$ cat src/rtl/serial_adder.sv
// Digit-serial adder: adds two WIDTH-bit operands plus carry-in, DIGIT bits per clock,
// through one registered carry, with a start/done handshake and carry-out/overflow flags.
module serial_adder #(
    parameter int WIDTH = 8,
    parameter int DIGIT = 1
) (
    input  logic             clk,
    input  logic             rst_n,
    input  logic             start,
    input  logic [WIDTH-1:0] x,
    input  logic [WIDTH-1:0] y,
    input  logic             cin,
    output logic             busy,
    output logic             done,
    output logic [WIDTH-1:0] sum,
    output logic             cout,
    output logic             ovf
);

    localparam int N  = WIDTH / DIGIT;
    localparam int CW = (N > 1) ? $clog2(N) : 1;

    typedef enum logic [1:0] {IDLE, RUN, DONE} state_t;

    state_t             state;
    state_t             state_next;
    logic               accept;
    logic               last;
    logic [WIDTH-1:0]   a_reg;
    logic [WIDTH-1:0]   b_reg;
    logic [WIDTH-1:0]   psum;
    logic               carry;
    logic [CW-1:0]      cnt;
    logic [DIGIT:0]     dig;
    logic [WIDTH+DIGIT-1:0] cat;
    logic               msb_cin;

    assign dig  = {1'b0, a_reg[DIGIT-1:0]} + {1'b0, b_reg[DIGIT-1:0]}
                + {{DIGIT{1'b0}}, carry};
    // New digit enters from the MSB end; the low DIGIT bits drop off.
    assign cat  = {dig[DIGIT-1:0], psum};
    // On the final digit, the top sum bit reveals the carry that flowed into it.
    assign msb_cin = a_reg[DIGIT-1] ^ b_reg[DIGIT-1] ^ dig[DIGIT-1];
    assign last = (cnt == '0);

    always_comb begin
        state_next = state;
        accept     = 1'b0;
        case (state)
            IDLE, DONE: begin
                if (start) begin
                    accept     = 1'b1;
                    state_next = RUN;
                end else begin
                    state_next = IDLE;
                end
            end
            RUN: begin
                if (last) state_next = DONE;
            end
            default: state_next = IDLE;
        endcase
    end

    assign busy = (state == RUN);
    assign done = (state == DONE);

    always_ff @(posedge clk) begin
        if (!rst_n) state <= IDLE;
        else        state <= state_next;
    end

    always_ff @(posedge clk) begin
        if (!rst_n) begin
            a_reg <= '0;
            b_reg <= '0;
            psum  <= '0;
            carry <= 1'b0;
            cnt   <= '0;
            sum   <= '0;
            cout  <= 1'b0;
            ovf   <= 1'b0;
        end else if (accept) begin
            a_reg <= x;
            b_reg <= y;
            carry <= cin;
            cnt   <= CW'(N - 1);
        end else if (state == RUN) begin
            a_reg <= a_reg >> DIGIT;
            b_reg <= b_reg >> DIGIT;
            carry <= dig[DIGIT];
            psum  <= cat[WIDTH+DIGIT-1:DIGIT];
            cnt   <= cnt - 1'b1;
            if (last) begin
                sum  <= cat[WIDTH+DIGIT-1:DIGIT];
                cout <= dig[DIGIT];
                ovf  <= msb_cin ^ dig[DIGIT];
            end
        end
    end

endmodule

$ cat config.mk
export PLATFORM = sky130hd
export DESIGN_NAME = serial_adder
export DESIGN_NICKNAME = d
export VERILOG_FILES = /design/src/rtl/serial_adder.sv
export SDC_FILE = /design/constraint.sdc
export NUM_CORES = 1
export LEC_CHECK = 0
export ABC_AREA = 1
export BUFFER_PORTS_ARGS = -buffer_cell sky130_fd_sc_hd__buf_2
export CORE_MARGIN = 5
export CORE_UTILIZATION = 49
export DETAILED_ROUTE_END_ITERATION = 10
export GPL_TIMING_DRIVEN = 0
export PLACE_DENSITY_LB_ADDON = 0.2
export SLEW_MARGIN = 10
export SYNTH_ARGS = -nofsm -noshare
export SYNTH_HDL_FRONTEND = slang
export SYNTH_SLANG_ARGS = --single-unit
$ cat constraint.sdc
create_clock -name clk -period 1.45 [get_ports clk]
set_clock_uncertainty 0.15 [all_clocks]
set_input_delay 0 -clock clk [delete_from_list [all_inputs] [get_ports clk]]
set_output_delay 0 -clock clk [all_outputs]
set_load 0.01 [all_outputs]
==> results.cfg <==
[power]
power.switching_mw = 0.7826
power_frac_clock_pct = 25.9
combPwrFrac_pct = 24.6
p_seq_share_pct = 49.5
p_per_area_nw_per_um2 = 1120
vdd_drop_max_v = 0.0006405
intPower_mw = 1.738
power_switching_share_pct = 31.04
p_leak_nw = 1.030

[route]
vias_per_cell = 4.825
drcViolationCount = 0
routedWlPerCell_um = 11.94
vias = 1631
routed_wl_um = 4036
ant_nets = 0
firstDrtPassIters = 4
initialDrtViolationCount = 109

[floorplanning]
die_height_um = 69.00
ioPinCount = 32
die-area_sq_um = 4760
fp.dieW_um = 69.00
core_area_sq_um = 3363
rows = 21
initial_core_util_pct = 50.71

[placed_design]
dpl.hpwl_um = 2636
portBuffers = 31
dpl_cell_area_sq_um = 1919
dpl.cell_count = 306
place_congestion = 0.7349

[grt]
grt_pass1_vias = 1482
antenna_found_initial = 0
grt-ovfl-total = 0
grt_max_degree = 13
grt_use_total_pct = 18.92
grt_pass1_wl_um = 6658

[sta]
slew_headroom_pct = 58.65
setup-violations-final = 2
min_period_ns = 1.547
hold_viol_final = 0
rsz0062_at_grt = yes
worst_slack_ns = -0.09659
fin_crit_sh_pct = 106.7
setup_tns_ns = -0.1081
holdWs_ns = 0.03312
drv_slew = 0
worstMarginPinSlew_ns = 0.6202
max_freq_mhz = 646.6

[logic_synthesis]
synth_warnings = 0
synth_area_sq_um = 1705
synth_largest_area_cell = dfxtp_1
synth_area_leaders = dfxtp_1, nand2_1, o21ai_0
ys_ff_latch = 39
synth.yosys.seq_area_share_pct = 45.78
synth.distinct_cells = 27
syn_nets = 252
postSynthAreaPerCell_sq_um = 7.447
synthDominantCellAreaShare_pct = 45.78
synthesis.instances = 229

[setup_path]
arrival_ns = 1.66
worstPathCellList = fa_2 > inv_2 > nand2_1 > nand2_1 > nand2_1 > nand3_1 > nand2_1 > inv_1
cp_slowest_cell = fa_2
crit_fanout = 3
cp-end-kind = flip-flop
crit_top_cell = nand2_1
cpPeakStageDelay_ns = 0.59
cp-start-kind = flip-flop
cp.required_ns = 1.57
crit_type = flip-flop to flip-flop

[clock_network]
path_clk_slew_ns = 0.12
cts_tree = built
worstSkewPairLatency_ns = 0.35
cts_sinks = 39
cts-root-buf = clkbuf_4
numCtsBuffers = 5
cts.path.max_buffers = 2
h-tree-depth = 2

[final_layout]
fin_area_sq_um = 2251
fillers = 308
nNetsFinal = 314
syn2layout_area_growth_pct = 31.99
postLayoutCoreUtil_pct = 66.93
drive_gt1_share_pct = 26.03
antennaDiodeCount = 0
final_cells = 338

[status]
status = complete, but fails checks
violations = negative setup slack

[worst_hold_path]
hp-class = primary input to flip-flop

[run]
max-cap-violations = 0
## path summary, 6_finish.rpt
kind                            slack [ns]  cells after the start        to     start
worst max-delay path                  -0.1                      8       ovf  b_reg[0]
worst max register to register        -0.1                      8       ovf  b_reg[0]
worst min register to register        0.32                      2  a_reg[7]  a_reg[7]
worst min-delay path                  0.03                      4   psum[1]     rst_n
## cell type report
type	count	area (sq um)	share of cell area [%]
Sequential cell	39	790.8	35.13
Multi-Input combinational cell	159	782.0	34.74
Timing Repair Buffer	55	387.9	17.23
Inverter	21	83.83	3.724
Buffer	10	76.32	3.391
Clock buffer	7	65.06	2.890
Tap cell	46	57.56	2.557
Clock inverter	1	7.507	0.3335
## what timing repair did
action,in CTS,in global routing
gates resized for setup,4,13
hold buffers,21,0
hold endpoints to repair,26,0
setup endpoints to repair,10,30
pin swaps,0,5
setup buffers,1,2
## through the flow
stage	worst slack, ns	total power [mW]
floorplan	-0.02152	1.656
global placement	-0.08209	1.791
detailed placement	-0.1076	1.803
CTS	-0.09090	2.494
global route	-0.2016	2.677
finish	-0.09659	2.521
## metal layers
metal  vias up  track usage, %  wire (um)
met5         -               0          0
met4         0           5.839         52
met3         7           3.890        157
met2        33           34.05       2044
met1       740           22.34       1781
li1        851               -          -
## power by group through the flow
stage | combinational, mW | clock, mW | sequential [mW]
after floorplan | 0.393 | 0 | 1.26
after global placement | 0.524 | 0 | 1.27
after detailed placement | 0.533 | 0 | 1.27
after CTS | 0.590 | 0.657 | 1.25
after global routing | 0.706 | 0.710 | 1.26
final | 0.619 | 0.654 | 1.25
## synthesized netlist by cell type (all sizes together)
| cell | n |
|---|---|
| nand2 | 67 |
| dfxtp | 39 |
| nor2 | 28 |
| o21ai | 27 |
| a21oi | 22 |
| inv | 21 |
| buf | 8 |
| nand3 | 7 |
| clkbuf | 2 |
| ha | 2 |
| nor3 | 2 |
| a211oi | 1 |
| fa | 1 |
| nand3b | 1 |
| o211ai | 1 |
## kinds of logic after synthesis
kind of cell	count (synthesis)	share of synthesized area, %
AND/OR/NAND/NOR	105	25.90
adder cells (fa/ha/maj)	3	2.641
flip-flops	39	45.78
buffers and inverters	31	9.097
AO/OA/AOI/OAI	51	16.58
## worst max-delay path: cells and delay by family, from the launching register on
kind | cells | cell delay, ns
adders and majority gates | 1 | 0.59
DFF | 1 | 0.37
and+or+nand+nor | 5 | 0.29
buffers and inverters | 2 | 0.08
## layout by cell type (no fill, tap or decap), types with 3 or more instances in the layout
cell type and instances:
nand2_1 62, dfxtp_1 35, o21ai_1 7, inv_2 4, nor2_1 25, inv_1 15
a21oi_2 7, buf_4 5, buf_2 32, clkbuf_4 6, a21oi_1 15, nand2_2 3
o21ai_0 19, nand3_1 7, dlygate4sd3_1 21
Note: power is estimated with default switching activity, not from simulation.
